$ cat src/rtl/ipm2l_fifo_pkg.sv
// Shared helpers for the multi-channel FIFO controller: width math and flattened-bus slicing.
package ipm2l_fifo_pkg;

  function automatic int clog2(input int n);
    int w;
    w = 0;
    while ((1 << w) < n) w++;
    return w;
  endfunction

  // Pointers carry one extra MSB so full and empty stay distinguishable.
  function automatic int ptr_width(input int depth_width);
    return depth_width + 1;
  endfunction

  // Level spans 0..2^D, so it needs one bit more than the address.
  function automatic int lvl_width(input int depth_width);
    return depth_width + 1;
  endfunction

  function automatic int slice_lo(input int idx, input int width);
    return idx * width;
  endfunction

endpackage

$ cat src/rtl/ipm2l_fifo_chan_ptr.sv
// One logical FIFO channel: read/write pointers, level, flags and sticky error bits.
// Error bits exist only when FIFO_CTRL_ERR_CNT_EN is defined; otherwise they are tied low.
module ipm2l_fifo_chan_ptr
  import ipm2l_fifo_pkg::*;
#(
  parameter  int D  = 9,
  parameter  int AF = 508,
  parameter  int AE = 4,
  localparam int PW = ptr_width(D),
  localparam int LW = lvl_width(D)
) (
  input  logic          clk,
  input  logic          rst_n,
  input  logic          wr_inc,
  input  logic          rd_inc,
  input  logic          flush,
`ifdef FIFO_CTRL_ERR_CNT_EN
  input  logic          ovf_evt,
  input  logic          unf_evt,
`endif
  output logic [D-1:0]  wlo,
  output logic [D-1:0]  rlo,
  output logic [LW-1:0] level,
  output logic          full,
  output logic          empty,
  output logic          almost_full,
  output logic          almost_empty,
  output logic          overflow,
  output logic          underflow
);

  localparam logic [LW-1:0] FULL_LVL = LW'(1) << D;

  logic [PW-1:0] wptr_q, wptr_d, rptr_q, rptr_d;
  logic [LW-1:0] level_q, level_d;
  logic          full_q, empty_q, afull_q, aempty_q;

  always_comb begin
    wptr_d = wptr_q + PW'(wr_inc);
    rptr_d = rptr_q + PW'(rd_inc);
    if (flush) begin
      wptr_d = '0;
      rptr_d = '0;
    end
    level_d = LW'(wptr_d - rptr_d);
  end

  // Flags come from next-state pointers so they move on the same edge as the pointers.
  always_ff @(posedge clk or negedge rst_n) begin
    if (!rst_n) begin
      wptr_q   <= '0;
      rptr_q   <= '0;
      level_q  <= '0;
      full_q   <= 1'b0;
      empty_q  <= 1'b1;
      afull_q  <= 1'b0;
      aempty_q <= 1'b1;
    end else begin
      wptr_q   <= wptr_d;
      rptr_q   <= rptr_d;
      level_q  <= level_d;
      full_q   <= (level_d == FULL_LVL);
      empty_q  <= (level_d == '0);
      afull_q  <= (level_d >= LW'(AF));
      aempty_q <= (level_d <= LW'(AE));
    end
  end

`ifdef FIFO_CTRL_ERR_CNT_EN
  logic ovf_q, unf_q;

  always_ff @(posedge clk or negedge rst_n) begin
    if (!rst_n) begin
      ovf_q <= 1'b0;
      unf_q <= 1'b0;
    end else if (flush) begin
      ovf_q <= 1'b0;
      unf_q <= 1'b0;
    end else begin
      if (ovf_evt) ovf_q <= 1'b1;
      if (unf_evt) unf_q <= 1'b1;
    end
  end

  assign overflow  = ovf_q;
  assign underflow = unf_q;
`else
  assign overflow  = 1'b0;
  assign underflow = 1'b0;
`endif

  assign wlo          = wptr_q[D-1:0];
  assign rlo          = rptr_q[D-1:0];
  assign level        = level_q;
  assign full         = full_q;
  assign empty        = empty_q;
  assign almost_full  = afull_q;
  assign almost_empty = aempty_q;

endmodule

$ cat src/rtl/ipm2l_fifo_ctrl_mc.sv
// Multi-channel FIFO controller over one shared RAM addressed as {channel, pointer}.
// Optional sticky overflow/underflow bits are enabled by defining FIFO_CTRL_ERR_CNT_EN.
module ipm2l_fifo_ctrl_mc
  import ipm2l_fifo_pkg::*;
#(
  parameter  int C_CHANNELS         = 4,
  parameter  int C_DEPTH_WIDTH      = 9,
  parameter  int C_ALMOST_FULL_NUM  = 508,
  parameter  int C_ALMOST_EMPTY_NUM = 4,
  localparam int C_CH_WIDTH         = clog2(C_CHANNELS),
  localparam int LW                 = lvl_width(C_DEPTH_WIDTH)
) (
  input  logic                                clk,
  input  logic                                rst_n,
  input  logic                                w_en,
  input  logic [C_CH_WIDTH-1:0]               w_ch,
  output logic                                w_accept,
  output logic [C_CH_WIDTH+C_DEPTH_WIDTH-1:0] waddr,
  input  logic                                r_en,
  input  logic [C_CH_WIDTH-1:0]               r_ch,
  output logic                                r_accept,
  output logic [C_CH_WIDTH+C_DEPTH_WIDTH-1:0] raddr,
  input  logic [C_CHANNELS-1:0]               flush,
  output logic [C_CHANNELS-1:0]               wfull,
  output logic [C_CHANNELS-1:0]               rempty,
  output logic [C_CHANNELS-1:0]               almost_full,
  output logic [C_CHANNELS-1:0]               almost_empty,
  output logic [C_CHANNELS*LW-1:0]            water_level,
  output logic [C_CHANNELS-1:0]               overflow,
  output logic [C_CHANNELS-1:0]               underflow
);

  logic [C_CHANNELS-1:0]    w_hit, r_hit, wr_inc, rd_inc;
  logic [C_DEPTH_WIDTH-1:0] wlo [C_CHANNELS];
  logic [C_DEPTH_WIDTH-1:0] rlo [C_CHANNELS];
  logic [C_DEPTH_WIDTH-1:0] wlo_sel, rlo_sel;

  // An out-of-range select matches no channel, so it is rejected and changes nothing.
  for (genvar k = 0; k < C_CHANNELS; k++) begin : g_ch
    localparam int LO = slice_lo(k, LW);

    assign w_hit[k]  = w_en && (w_ch == C_CH_WIDTH'(k));
    assign r_hit[k]  = r_en && (r_ch == C_CH_WIDTH'(k));
    assign wr_inc[k] = w_hit[k] & ~wfull[k]  & ~flush[k];
    assign rd_inc[k] = r_hit[k] & ~rempty[k] & ~flush[k];

    ipm2l_fifo_chan_ptr #(
      .D  (C_DEPTH_WIDTH),
      .AF (C_ALMOST_FULL_NUM),
      .AE (C_ALMOST_EMPTY_NUM)
    ) u_chan (
      .clk          (clk),
      .rst_n        (rst_n),
      .wr_inc       (wr_inc[k]),
      .rd_inc       (rd_inc[k]),
      .flush        (flush[k]),
`ifdef FIFO_CTRL_ERR_CNT_EN
      .ovf_evt      (w_hit[k] & wfull[k]),
      .unf_evt      (r_hit[k] & rempty[k]),
`endif
      .wlo          (wlo[k]),
      .rlo          (rlo[k]),
      .level        (water_level[LO +: LW]),
      .full         (wfull[k]),
      .empty        (rempty[k]),
      .almost_full  (almost_full[k]),
      .almost_empty (almost_empty[k]),
      .overflow     (overflow[k]),
      .underflow    (underflow[k])
    );
  end

  always_comb begin
    wlo_sel = '0;
    rlo_sel = '0;
    for (int k = 0; k < C_CHANNELS; k++) begin
      if (w_ch == C_CH_WIDTH'(k)) wlo_sel = wlo[k];
      if (r_ch == C_CH_WIDTH'(k)) rlo_sel = rlo[k];
    end
  end

  assign w_accept = |wr_inc;
  assign r_accept = |rd_inc;
  assign waddr    = {w_ch, wlo_sel};
  assign raddr    = {r_ch, rlo_sel};

endmodule

$ cat config.mk
export PLATFORM = sky130hd
export DESIGN_NAME = ipm2l_fifo_ctrl_mc
export DESIGN_NICKNAME = d
export VERILOG_FILES = /design/src/rtl/ipm2l_fifo_pkg.sv /design/src/rtl/ipm2l_fifo_chan_ptr.sv /design/src/rtl/ipm2l_fifo_ctrl_mc.sv
export SDC_FILE = /design/constraint.sdc
export NUM_CORES = 1
export LEC_CHECK = 0
export ABC_AREA = 1
export BUFFER_PORTS_ARGS = -buffer_cell sky130_fd_sc_hd__buf_4
export CAP_MARGIN = 15
export CELL_PAD_IN_SITES_DETAIL_PLACEMENT = 0
export CELL_PAD_IN_SITES_GLOBAL_PLACEMENT = 1
export CORE_ASPECT_RATIO = 1.5
export CORE_MARGIN = 10
export CORE_UTILIZATION = 30
export CTS_CLUSTER_SIZE = 8
export DETAILED_ROUTE_END_ITERATION = 12
export PLACE_DENSITY = 0.57
export SLEW_MARGIN = 20
export SYNTH_ARGS = -nofsm -noshare
export SYNTH_HDL_FRONTEND = slang
export SYNTH_SLANG_ARGS = --single-unit
$ cat constraint.sdc
create_clock -name clk -period 4.3 [get_ports clk]
set_clock_uncertainty 0.05 [all_clocks]
set_input_delay 0.43 -clock clk [delete_from_list [all_inputs] [get_ports clk]]
set_output_delay 0.43 -clock clk [all_outputs]
set_load 0.03 [all_outputs]
# Word-level counts from Yosys, hierarchy flattened
# Index checks and enable logic that the tools add are counted.
totals:
  regBits: 136
  latchBits: 0
  mem_bits_rw: 0
  mem_bits_ro: 0
  input_bits: 12
  out_inout_bits: 88
  word_cells: 118
  mem_count: 0
classes:
  addsub: 12
  mul: 0
  n_div: 0
  n_lt_le_gt_ge: 8
  n_eq_ne: 10
  shift: 0
  mux: 16
  bitwise_logic: 28
  n_reduce_logical: 16
op_table:
  columns: ["op", "n"]
  rows:
  - ["adder 10 x 1 -> 10 bit", 8]
  - ["2-to-1 mux 10 bit", 8]
  - ["2-to-1 mux 9 bit", 8]
  - ["== test 10 bit (second input constant)", 4]
  - [">= comparator 10 x 9 -> 1 bit (second input constant)", 4]
  - ["<= comparator 10 x 3 -> 1 bit (second input constant)", 4]
  - ["logical NOT 10 bit", 4]
  - ["subtractor 10 bit", 4]
  - ["bitwise AND 1 bit", 16]
  - ["NOT 1 bit", 12]
  - ["== test 2 bit (second input constant)", 4]
  - ["logical AND 1 bit", 8]
  - ["OR reduction 4 bit", 2]
  - ["== test 2 x 1 -> 1 bit (second input constant)", 2]
  - ["logical NOT 2 bit", 2]

# Longest topological paths before layout
# Gate-level depths: netlist (run 1).
depth:
  depth_word: 8
  depth_mapped: 25
  ltp_nobuf: 25

# Cells and area by module
# A second synthesis (run 1) with hierarchy kept.
hier_totals:
  hier_cells: 1170
  hier_area_um2: 9223.8
by_module_without_submodules:
  columns: ["mod", "n_inst", "cells_per_inst", "area_per_inst_um2", "seq_area_each_um2"]
  rows:
  - ["ipm2l_fifo_chan_ptr", 4, 255, 2143.3, 853.3]
  - ["ipm2l_fifo_ctrl_mc", 1, 150, 650.6, 0.0]

# Worst setup path after synthesis (run 1)
# OpenSTA, ideal clock, no wires.
synth_path:
  kind: "input-to-reg"
  startpoint: "in r_ch[0]"
  endpoint: "reg g_ch[1].u_chan.aempty_q"
  setup_time_ns: 0.067
  arrival_time_ns: 3.309
  required_ns: 4.183
  slack_ns: 0.874
  stages: 22
  n_path_buf: 0
  path_cell_list: "inv_1 nor2_1 nand2_1 nor3_1 ha_1 ha_1 nand2_1 nor2_1 nand2_1 nor2_1 a21oi_1 nor3_1 inv_1 ha_1 inv_1 nor3_1 o21ai_0 nand3_1 nand3_1 nand2_1 nand2_1 nor2_1"
synth_between:
  elab_chain_len: 8
synth_lines:
  columns: ["element", "line", "text"]
  rows:
  - ["from (decl)", "ipm2l_fifo_ctrl_mc.sv:20", "input logic [C_CH_WIDTH-1:0] r_ch,"]
  - ["== test 2 x 1 -> 1 bit", "ipm2l_fifo_ctrl_mc.sv:43", "assign r_hit[k] = r_en && (r_ch == C_CH_WIDTH'(k));"]
  - ["logical AND 1 bit", "ipm2l_fifo_ctrl_mc.sv:43", null]
  - ["bitwise AND 1 bit (2 in a row)", "ipm2l_fifo_ctrl_mc.sv:45", "assign rd_inc[k] = r_hit[k] & ~rempty[k] & ~flush[k];"]
  - ["adder 10 x 1 -> 10 bit", "ipm2l_fifo_chan_ptr.sv:40", "rptr_d = rptr_q + PW'(rd_inc);"]
  - ["2-to-1 mux 10 bit", "ipm2l_fifo_chan_ptr.sv:41", "if (flush) begin"]
  - ["via g_ch[1].u_chan.rptr_d[8]", "ipm2l_fifo_chan_ptr.sv:34", "logic [PW-1:0] wptr_q, wptr_d, rptr_q, rptr_d;"]
  - ["subtractor 10 bit", "ipm2l_fifo_chan_ptr.sv:45", "level_d = LW'(wptr_d - rptr_d);"]
  - ["<= comparator 10 x 3 -> 1 bit", "ipm2l_fifo_chan_ptr.sv:65", "aempty_q <= (level_d <= LW'(AE));"]
  - ["to (signal assigned)", "ipm2l_fifo_chan_ptr.sv:65", null]
  - ["to (decl)", "ipm2l_fifo_chan_ptr.sv:36", "logic full_q, empty_q, afull_q, aempty_q;"]
# The timed path passes the listed nets, and every way through them passes these cells.

# Final worst setup path (run 1)
layout_path:
  startpoint: "reg g_ch[0].u_chan.full_q"
  endpoint: "reg g_ch[0].u_chan.empty_q"
layout_between:
  elab_chain_len: 7
layout_lines:
  columns: ["element", "line", "text"]
  rows:
  - ["from (decl)", "ipm2l_fifo_chan_ptr.sv:36", null]
  - ["from (signal assigned)", "ipm2l_fifo_chan_ptr.sv:62", "full_q <= (level_d == FULL_LVL);"]
  - ["NOT 1 bit", "ipm2l_fifo_ctrl_mc.sv:44", "assign wr_inc[k] = w_hit[k] & ~wfull[k] & ~flush[k];"]
  - ["bitwise AND 1 bit (2 in a row)", "ipm2l_fifo_ctrl_mc.sv:44", null]
  - ["adder 10 x 1 -> 10 bit", "ipm2l_fifo_chan_ptr.sv:39", "wptr_d = wptr_q + PW'(wr_inc);"]
  - ["2-to-1 mux 10 bit", "ipm2l_fifo_chan_ptr.sv:41", null]
  - ["via g_ch[0].u_chan.wptr_d[6]", "ipm2l_fifo_chan_ptr.sv:34", null]
  - ["subtractor 10 bit", "ipm2l_fifo_chan_ptr.sv:45", null]
  - ["via g_ch[0].u_chan.level_d[7]", "ipm2l_fifo_chan_ptr.sv:35", "logic [LW-1:0] level_q, level_d;"]
  - ["logical NOT 10 bit", "ipm2l_fifo_chan_ptr.sv:63", "empty_q <= (level_d == '0);"]
  - ["to (signal assigned)", "ipm2l_fifo_chan_ptr.sv:63", null]
  - ["to (decl)", "ipm2l_fifo_chan_ptr.sv:36", null]
# The timed path passes the listed nets, and every way through them passes these cells.

==> out/results.ini, run 1 <==
[route]
initialDrtViolationCount = 235
routed_wl_mm = 25.9
route.met2.wl_mm = 13.3
drcViolationCount = 0
routed.top_layer = met4
drt-met1-wl_mm = 11.0
drtAntennaViolNets = 0
vias = 7105
drt_first_pass_iters = 5
avgRoutedWirePerCell_um = 16.9
routed_via_density = 4.64
routed-wl-met3_mm = 1.02

[clock_network]
cts_made_buffers = 17
post_cts_resized = 0
clk_latency_ns = 0.44
cts_setup_buffers = 0
clkSinkCount = 136
tritoncts = built
htreeDepth = 4
path_clk_slew_ns = 0.06
cts_root_buf = clkbuf_16
cts_buffer_depth = 2

[final_layout]
fillers = 2942
design_area_um2 = 10000
synthToLayoutAreaGrowth_pct = 19.4
fin_nets = 1248
layout.cells.non_filler = 1532
drive_above_1_share = 0.154
regArea_um2 = 3410
insertedDiodeCount = 0
multi_input_area_um2 = 4030

[critical_path]
cp_max_fo = 4
cp.required_ns = 4.62
worstPathArrival_ns = 3.92
worst_setup_path_end_kind = register
crit_type = reg -> reg
start_kind = register

[sta]
fin_crit_ns = 3.60
setup_tns_ns = 0
period_share = 0.837
worst_pin_slew_ns = 0.779
slew_viol_final = 0
max_freq_mhz = 278
rsz0062_at_grt = false
fin_ws_ns = 0.699
setup_viol = 0
slew-limit-headroom = 0.481
final-hold-violation-count = 0

[floorplan]
die-area_um2 = 35100
initial_core_util = 0.306
die_w_um = 156
ios = 100
die_height_um = 225
rows = 74
core_area_um2 = 27400

[grt]
grt_pass1_wl_mm = 40.7
gr-total-overflow = 0
grt_max_degree = 75
grt_usage = 0.151
grt_pass1_vias = 7214
antenna_found_initial = 0

[placement]
place_ws_ns = 0.404
post_dp_cell_area_um2 = 9390
gp_congestion = 0.862
port_buffers = 91
place_inst = 1499
place_hpwl_mm = 21.3

[yosys]
ys.flop_type = dfrtp_1
ys_warn_count = 0
synth-seq-cells = 136
ys_async_sr_fraction = 1.00
syn_avg_cell_area_um2 = 7.76
synth_edf_count = 0
netlist_area_um2 = 8380
synth_cells = 1079
ys_seq_area_frac = 0.407
synth_cell_types = 45

[power]
ir_drop_uv = 269
finalPower_mw = 3.14
power_density_nw_per_um2 = 314
leakagePower_nw = 5.49

[status]
status = finished, final reports clean

[min_path]
min_path_type = in -> reg

[job]
cap_violations = 0

[final cells by class]
type / count / share of cell area
Multi-Input combinational cell: 724 / 0.403
Sequential cell: 136 / 0.341
Timing Repair Buffer: 107 / 0.0809
Inverter: 191 / 0.0717
Clock buffer: 23 / 0.0478
Tap cell: 342 / 0.0428
Clock inverter: 9 / 0.0123
[cells in the final DEF, fill, tap and decap left out, types with 7 or more instances in the layout]
| master | instances |
|---|---|
| nand2_1 | 231 |
| clkbuf_16 | 17 |
| o2111ai_1 | 8 |
| nand4_1 | 26 |
| ha_1 | 55 |
| nor4_1 | 7 |
| buf_4 | 105 |
| nand2_2 | 12 |
| xnor2_1 | 9 |
| dfrtp_1 | 128 |
| conb_1 | 8 |
| dfstp_2 | 8 |
| nand3_1 | 71 |
| a21oi_1 | 54 |
| nor2_1 | 107 |
| inv_1 | 186 |
| o21ai_0 | 26 |
| nor3_1 | 32 |
| xor2_1 | 16 |
[synth_stat cells (all sizes together) (2+ instances only)]
cell type,n,area share
inv,189,0.085
nor3,36,0.024
nand3,76,0.048
ha,55,0.082
fa,4,0.0096
nor2,117,0.059
xor2,17,0.019
a31oi,5,0.0037
o21bai,3,0.0027
and3,4,0.0031
or2,2,0.0015
a21o,6,0.0054
nand3b,2,0.0018
nand2,245,0.12
a21oi,54,0.032
clkbuf,5,0.0022
a211oi,4,0.0036
o21ai,27,0.016
nand4,26,0.019
clkinv,2,0.00090
a221oi,2,0.0021
nor4,7,0.0052
dfrtp,128,0.38
xnor2,9,0.0094
dfstp,8,0.025
buf,30,0.027
o2111ai,8,0.0084
or4,2,0.0018
[worst max-delay path, stage by stage (launching register included)]
cell	delay, ns
dfrtp_1	0.42
nor4_1	0.59
ha_1	0.30
ha_1	0.17
nand2_1	0.09
nor2_1	0.22
inv_1	0.09
o21ai_0	0.17
nor2_1	0.08
ha_1	0.32
a21oi_1	0.12
o21ai_0	0.09
a21oi_1	0.27
inv_1	0.09
nand2_2	0.10
nand2_4	0.06
nor2_4	0.08
nand3_2	0.10
nor2_1	0.12
[timing repair]
item,4_1_cts,5_1_grt
endpoints found under the setup margin,0,0
hold buffers,1,0
endpoints found under the hold margin,2,0
[path summary, 6_finish.rpt]
path                                     startpoint  slack [ns]  depth (start not counted)                           to
max in group asynchronous                     rst_n        2.66                          3  g_ch[2].u_chan.almost_empty
setup / recovery                g_ch[0].u_chan.full        0.70                         18         g_ch[0].u_chan.empty
hold reg to reg            g_ch[0].u_chan.wptr_q[5]        0.54                          1     g_ch[0].u_chan.wptr_q[5]
setup reg to reg                g_ch[0].u_chan.full        0.70                         18         g_ch[0].u_chan.empty
hold / removal                             flush[3]        0.24                          2     g_ch[3].u_chan.rptr_q[8]
min in group asynchronous                     rst_n        0.53                          2     g_ch[3].u_chan.wptr_q[6]
[metrics by stage]
step | hold slack, ns | utilization
after floorplan | 0.0844 | -
after global placement | 0.473 | 0.343
after detailed placement | 0.479 | 0.343
after CTS | 0.220 | 0.365
after global routing | 0.238 | 0.365
final | 0.243 | 0.365
[sequential cells by signal, indices dropped and copies added (netlist names)]
register,count
g_ch.u_chan.level,40
g_ch.u_chan.wptr_q,40
g_ch.u_chan.full,4
g_ch.u_chan.almost_empty,4
g_ch.u_chan.rptr_q,40
g_ch.u_chan.empty,4
g_ch.u_chan.almost_full,4
[cells by family after synthesis]
| family | Yosys count | share of synthesized area |
|---|---|---|
| simple gates | 519 | 0.281 |
| buf+inv | 226 | 0.114 |
| flops | 136 | 0.407 |
| compound gates | 112 | 0.0771 |
| fa+ha+maj | 59 | 0.0917 |
| xor+xnor | 26 | 0.0281 |
| other cells | 1 | 0.000448 |
[per-layer routing]
layer | vias to the layer above | global-route usage
met2 | 126 | 0.265
met4 | 0 | 0.0620
met1 | 3309 | 0.173
li1 | 3636 | -
met5 | - | 0
met3 | 34 | 0.0319
[power breakdown]
group          leakage (nW)  internal (mW)  switching, mW
sequential             1.87           1.32         0.0214
combinational          3.32         0.0865          0.200
clock                 0.297          0.952          0.560
total                  5.49           2.36          0.781
Power figures use the tool's default switching activity.
==> inputs of run 2 (changes only) <==
--- a/config.mk
+++ b/config.mk
@@ -5,7 +5,7 @@
 export SDC_FILE = /design/constraint.sdc
 export NUM_CORES = 1
 export LEC_CHECK = 0
-export ABC_AREA = 1
+export ABC_AREA = 0
 export BUFFER_PORTS_ARGS = -buffer_cell sky130_fd_sc_hd__buf_4
 export CAP_MARGIN = 15
 export CELL_PAD_IN_SITES_DETAIL_PLACEMENT = 0
@@ -15,7 +15,7 @@
 export CORE_UTILIZATION = 30
 export CTS_CLUSTER_SIZE = 8
 export DETAILED_ROUTE_END_ITERATION = 12
-export PLACE_DENSITY = 0.57
+export PLACE_DENSITY = 0.56
 export SLEW_MARGIN = 20
 export SYNTH_ARGS = -nofsm -noshare
 export SYNTH_HDL_FRONTEND = slang
==> constraint.sdc (replaced) <==
create_clock -name clk -period 3.3 [get_ports clk]
set_clock_uncertainty 0.05 [all_clocks]
set_input_delay 0.33 -clock clk [delete_from_list [all_inputs] [get_ports clk]]
set_output_delay 0.33 -clock clk [all_outputs]
set_load 0.03 [all_outputs]
==> out/results.ini, run 2 <==
[grt]
grt_pass1_wl_mm = 39.5  ; -2.7%
grt_pass1_vias = 7111  ; -1.4%
gr-total-overflow = 0  ; unchanged
grt_max_degree = 72  ; -4.0%
grt_usage = 0.151  ; +0.000344
antenna_found_initial = 0  ; unchanged

[clock_network]
tritoncts = built
cts_buffer_depth = 2  ; unchanged
clkSinkCount = 136  ; unchanged
clk_latency_ns = 0.43  ; about the same
path_clk_slew_ns = 0.06  ; about the same
cts_root_buf = clkbuf_16
htreeDepth = 4  ; unchanged
cts_made_buffers = 17  ; unchanged

[placement]
port_buffers = 91  ; unchanged
place_hpwl_mm = 20.0  ; -6.1%
gp_congestion = 0.873  ; +1.3%

[yosys]
netlist_area_um2 = 7950  ; -5.1%
ys_async_sr_fraction = 1.00  ; unchanged
synth_cell_types = 63  ; +40%
synth_edf_count = 0  ; unchanged
synth_cells = 756  ; -30%
synth-seq-cells = 136  ; unchanged
yosys-top-cells-count = 128 x dfrtp_1, 62 x nor2_1, 59 x inv_1
ys_seq_area_frac = 0.429  ; +0.0219
ys_warn_count = 0  ; unchanged
synth_top_cell_area_share = 0.403  ; +0.0206
yosysMostFrequentCell = dfrtp_1
syn_avg_cell_area_um2 = 10.5  ; +35%
synth_area_leaders = dfrtp_1 40%, ha_1 8.7%, xor2_1 5.6%, mux4_2 4.8%, xnor2_1 4.0%
ys.flop_type = dfrtp_1
post-synth-top-area-cell = dfrtp_1

[floorplan]
core_area_um2 = 25900  ; -5.3%
rows = 72  ; -2.7%
ios = 100  ; unchanged
die_height_um = 219  ; -2.4%
die-area_um2 = 33500  ; -4.6%
initial_core_util = 0.306  ; +0.000726
die_w_um = 153  ; -2.3%

[route]
drcViolationCount = 0  ; unchanged
avgRoutedWirePerCell_um = 18.3  ; +7.9%
drt_first_pass_iters = 4  ; -1
routed_via_density = 4.73  ; +2.0%
initialDrtViolationCount = 248  ; +5.5%
drtAntennaViolNets = 0  ; unchanged
vias = 6476  ; -8.9%
routed_wl_mm = 25.0  ; -3.6%

[critical_path]
start_kind = register
crit_slowest_cell = or4_4
crit_type = reg -> reg
worst_setup_path_end_kind = register
worstSetupStartpoint = g_ch[2].u_chan.empty
cp.required_ns = 3.60  ; -1.02 ns
crit_chain = nor4b_4 -> ha_2 -> nand3_2 -> xor2_1 -> or2_4 -> ha_4 -> o21a_1 -> o31a_1 -> o31a_1 -> a21oi_2 -> or3_1 -> or4_4 -> nor3b_2
regToRegStartpoint = g_ch[2].u_chan.empty
crit_family = simple AND/OR/NAND/NOR gates
cp_slowest_stage_delay_ns = 0.58  ; about the same
cp_max_fo = 3  ; -1
path_common_cell = o31a_1
crit_buf_inv = 0  ; -2
worstPathArrival_ns = 3.88  ; -0.04 ns

[final_layout]
fillers = 2469  ; -16%
regArea_um2 = 3420  ; +0.11%
insertedDiodeCount = 0  ; unchanged
multi_input_area_um2 = 5030  ; +25%
fin_nets = 1094  ; -12%
synthToLayoutAreaGrowth_pct = 50.3
final_cell_mix = 271 x buf_4, 125 x dfrtp_1, 59 x inv_1
layout_commonest_cell = buf_4
drive_above_1_share = 0.488  ; +0.335

[min_path]
worstHoldStart = flush[1]
min_path_type = in -> reg

[sta]
max_freq_mhz = 280  ; +0.64%
slew_viol_final = 0  ; unchanged
rsz0062_at_grt = true
slew-limit-headroom = 0.541  ; +0.0600
setup_viol = 12  ; +12
period_share = 1.08  ; +0.247
final-hold-violation-count = 0  ; unchanged
hold_ws_ns = 0.117  ; -0.126 ns
worst_pin_slew_ns = 0.689  ; -0.0901 ns
fin_ws_ns = -0.278  ; -0.977 ns
fin_crit_ns = 3.58  ; -0.0229 ns

[power]
ir_drop_uv = 361  ; +34%
leakagePower_nw = 6.03  ; +9.8%
power_density_nw_per_um2 = 363  ; +15%
finalPower_mw = 4.33  ; +38%

[job]
cap_violations = 0  ; unchanged

[status]
violations = setup timing
status = finished with violations

## run 2: changes by cell type in the layout (fill, tap and decap cells not counted), moves of 33 or more
cell,change
nand2_1,-213
nand3_1,-48
a21oi_1,-39
ha_1,-37
inv_1,-127
xor2_1,+33
buf_4,+166
nor2_1,-56
## run 2: worst paths after layout
check | endpoint | slack [ns] | cells past startpoint
worst max-delay path | g_ch[2].u_chan.full | -0.28 | 13
worst min-delay path | g_ch[1].u_chan.rptr_q[0] | 0.12 | 2
worst min register to register | g_ch[0].u_chan.wptr_q[9] | 0.49 | 2
worst max register to register | g_ch[2].u_chan.full | -0.28 | 13
min in group asynchronous | g_ch[0].u_chan.level[8] | 0.43 | 2
max in group asynchronous | g_ch[3].u_chan.wptr_q[8] | 1.96 | 3
## run 2: metrics by stage
step	setup TNS, ns	utilization	area, um2	setup WS [ns]	cells
2_1_floorplan	-0.906	-	8460	-0.186	763
3_3_place_gp	-9.81	0.404	10500	-0.560	1309
3_5_place_dp	-10.99	0.404	10500	-0.590	1309
4_1_cts	-2.38	0.448	11600	-0.279	1360
5_1_grt	-4.41	0.461	12000	-0.450	1369
6_report	-2.11	0.461	12000	-0.278	1369
## run 2: layer usage
| metal | global-route usage | up-vias | share of wire |
|---|---|---|---|
| li1 | - | 3134 | - |
| met1 | 0.171 | 3194 | 0.41 |
| met2 | 0.271 | 124 | 0.53 |
| met3 | 0.0280 | 24 | 0.037 |
| met4 | 0.0669 | 0 | 0.026 |
| met5 | 0 | - | 0 |
## run 2: final cells by class
cell class                      count  area share
Clock buffer                       22      0.0405
Timing Repair Buffer              283       0.183
Inverter                           59      0.0185
Multi-Input combinational cell    526       0.421
Clock inverter                     10      0.0159
Tap cell                          333      0.0349
Sequential cell                   136       0.286
## run 2: power by group
| group | switching, mW | total (mW) | internal, mW |
|---|---|---|---|
| registers | 0.0301 | 1.74 | 1.71 |
| clock network | 0.756 | 2.18 | 1.43 |
| logic | 0.248 | 0.408 | 0.160 |
| total | 1.03 | 4.33 | 3.30 |
## run 2: cell families (layout without fill, tap and decap cells)
group           count (synthesis)  count (layout)  share of synthesized area
fa+ha+maj                      60              60                     0.0979
xor+xnor                       87              87                     0.0958
mux                            21              21                     0.0552
simple gates                  260             260                      0.183
other cells                     1               8                   0.000472
buf+inv                       101             374                     0.0609
compound gates                 90              90                     0.0773
flops                         136             136                      0.429
## run 2: timing repair
action,CTS,global route
hold buffers,1,0
pin swaps,53,36
hold endpoints to repair,64,0
resized for setup,68,50
buffers inserted,22,12
endpoints found under the setup margin,24,22
## run 2: worst reg2reg max path: stages (launching register included)
cell	delay, ns
dfstp_2	0.41
nor4b_4	0.35
ha_2	0.26
nand3_2	0.10
xor2_1	0.16
or2_4	0.25
ha_4	0.27
o21a_1	0.13
o31a_1	0.20
o31a_1	0.20
a21oi_2	0.05
or3_1	0.35
or4_4	0.58
nor3b_2	0.16
==> inputs of run 3 (changes only) <==
--- a/config.mk
+++ b/config.mk
@@ -15,7 +15,7 @@
 export CORE_UTILIZATION = 30
 export CTS_CLUSTER_SIZE = 8
 export DETAILED_ROUTE_END_ITERATION = 12
-export PLACE_DENSITY = 0.56
+export PLACE_DENSITY_LB_ADDON = 0.1
 export SLEW_MARGIN = 20
 export SYNTH_ARGS = -nofsm -noshare
 export SYNTH_HDL_FRONTEND = slang
==> out/results.ini, run 3 (synthesized netlist as in run 2, its figures left out) <==
[status]
status = finished with violations
violations = setup timing

[placement]
port_buffers = 91  ; unchanged
place_hpwl_mm = 20.1  ; +0.44%
gp_congestion = 0.823  ; -5.8%
place_inst = 1311  ; +0.15%

[sta]
slew-limit-headroom = 0.427  ; -0.114
final-hold-violation-count = 0  ; unchanged
setup_viol = 12  ; unchanged
max_freq_mhz = 282  ; +0.99%
setup_tns_ns = -1.65  ; +0.464 ns
slew_viol_final = 0  ; unchanged
period_share = 1.07  ; -0.0107
rsz0062_at_grt = true
fin_ws_ns = -0.243  ; +0.0352 ns
worst_pin_slew_ns = 0.859  ; +0.170 ns
fin_crit_ns = 3.54  ; -0.0352 ns

[clock_network]
cts_made_buffers = 17  ; unchanged
clkSinkCount = 136  ; unchanged
tritoncts = built
clk_latency_ns = 0.43  ; about the same
path_clk_slew_ns = 0.06  ; about the same
cts_root_buf = clkbuf_16
cts_buffer_depth = 2  ; unchanged
htreeDepth = 4  ; unchanged

[floorplan]
die_height_um = 219  ; unchanged
rows = 72  ; unchanged
initial_core_util = 0.306  ; unchanged
die-area_um2 = 33500  ; unchanged
core_area_um2 = 25900  ; unchanged
die_w_um = 153  ; unchanged
ios = 100  ; unchanged

[final_layout]
final_core_util = 0.457  ; -0.00395
final_cell_mix = 283 x buf_4, 124 x dfrtp_1, 59 x inv_1
drive_above_1_share = 0.489  ; +0.00101
multi_input_area_um2 = 5010  ; -0.47%
insertedDiodeCount = 0  ; unchanged
regArea_um2 = 3420  ; about the same
fin_nets = 1098  ; +0.37%
fillers = 2462  ; -0.28%
layout.cells.non_filler = 1373  ; +0.29%
synthToLayoutAreaGrowth_pct = 49.0
layout_commonest_cell = buf_4

[power]
power_density_nw_per_um2 = 346  ; -4.6%
finalPower_mw = 4.10  ; -5.4%
ir_drop_uv = 348  ; -3.4%
p_int_mw = 3.07  ; -7.1%
p_comb_frac = 0.100  ; +0.006
power.switching_mw = 1.03  ; -0.11%
p_sw_frac = 0.252  ; +0.0134
leakagePower_nw = 5.98  ; -0.72%
pwr-share-clk = 0.475  ; -0.028
seq_power_share = 0.425  ; +0.023

[grt]
antenna_found_initial = 0  ; unchanged
gr-total-overflow = 0  ; unchanged
grt_pass1_vias = 6918  ; -2.7%
grt_pass1_wl_mm = 39.4  ; -0.45%
grt_usage = 0.151  ; about the same
grt_max_degree = 86  ; +19%

[route]
drtAntennaViolNets = 0  ; unchanged
initialDrtViolationCount = 266  ; +7.3%
drt_first_pass_iters = 5  ; +1
vias = 6471  ; -0.077%
routed_via_density = 4.71  ; -0.37%
avgRoutedWirePerCell_um = 18.4  ; +0.54%
routed_wl_mm = 25.2  ; +0.83%
drcViolationCount = 0  ; unchanged

[critical_path]
start_kind = register
cp.required_ns = 3.59  ; about the same
worstPathArrival_ns = 3.84  ; -0.04 ns
worst_setup_path_end_kind = register
crit_type = reg -> reg
rr_worst_depth = 13  ; unchanged
cp_max_fo = 3  ; unchanged

[job]
cap_violations = 0  ; unchanged

[min_path]
hold_depth = 4  ; +2
min_path_type = in -> reg

run 3: cell type report:
| cell class | count | share of cell area |
|---|---|---|
| multi-input cells | 526 | 0.423 |
| flip-flops and latches | 136 | 0.289 |
| repair buffers | 287 | 0.184 |
| well taps | 333 | 0.0352 |
| inverters | 59 | 0.0187 |
| clock inverters | 10 | 0.0100 |
| clock buffers | 22 | 0.0409 |
run 3: per-stage QoR:
| stage | hold WS, ns | instance area [um2] | worst slack (ns) |
|---|---|---|---|
| 3_5_place_dp | 0.415 | 10500 | -0.625 |
| 6_report | 0.346 | 11800 | -0.243 |
| 5_1_grt | 0.349 | 11800 | -0.420 |
| 2_1_floorplan | -0.0156 | 8460 | -0.186 |
| 4_1_cts | 0.329 | 11500 | -0.275 |
| 3_3_place_gp | 0.405 | 10500 | -0.617 |
run 3: metal layers:
layer  global-route usage  vias up  share of wire
met5                    0        -              0
met4               0.0590        0          0.023
met3               0.0331       28          0.048
met2                0.266      138           0.52
met1                0.175     3175           0.41
li1                     -     3130              -
run 3: power by group through the flow:
| stage | registers (mW) | logic (mW) | clock network (mW) |
|---|---|---|---|
| 6_report | 1.74 | 0.410 | 1.95 |
| 5_1_grt | 1.75 | 0.443 | 2.08 |
| 4_1_cts | 1.74 | 0.413 | 2.00 |
| 3_5_place_dp | 1.77 | 0.395 | 0 |
| 3_3_place_gp | 1.77 | 0.391 | 0 |
| 2_1_floorplan | 1.78 | 0.220 | 0 |
run 3: final timing paths:
kind                                          endpoint  slack [ns]                     start
setup / recovery                   g_ch[2].u_chan.full       -0.24      g_ch[2].u_chan.empty
setup reg to reg                   g_ch[2].u_chan.full       -0.24      g_ch[2].u_chan.empty
hold reg to reg               g_ch[0].u_chan.rptr_q[9]        0.50  g_ch[0].u_chan.rptr_q[9]
hold / removal                g_ch[0].u_chan.rptr_q[0]        0.35                  flush[0]
max in group asynchronous  g_ch[2].u_chan.almost_empty        1.84                     rst_n
min in group asynchronous     g_ch[0].u_chan.wptr_q[7]        0.50                     rst_n
run 3: timing repair:
| action | CTS | global route |
|---|---|---|
| cloned | 0 | 0 |
| setup buffers | 16 | 13 |
| hold endpoints to repair | 80 | 0 |
| gates resized for setup | 54 | 56 |
| pin swaps | 47 | 37 |
| endpoints found under the setup margin | 22 | 24 |
| hold buffers | 1 | 0 |
run 3: worst max-delay path, cell delays in order, from the launching register on:
cell and delay, ns:
dfstp_2 0.41, nor4b_4 0.41, ha_2 0.25, nand3_2 0.10
xor2_1 0.16, or2_4 0.26, ha_4 0.26, o21a_1 0.11
o31a_1 0.18, o31a_1 0.20, a21oi_2 0.05, or3_1 0.36
or4_4 0.52, nor3b_2 0.16
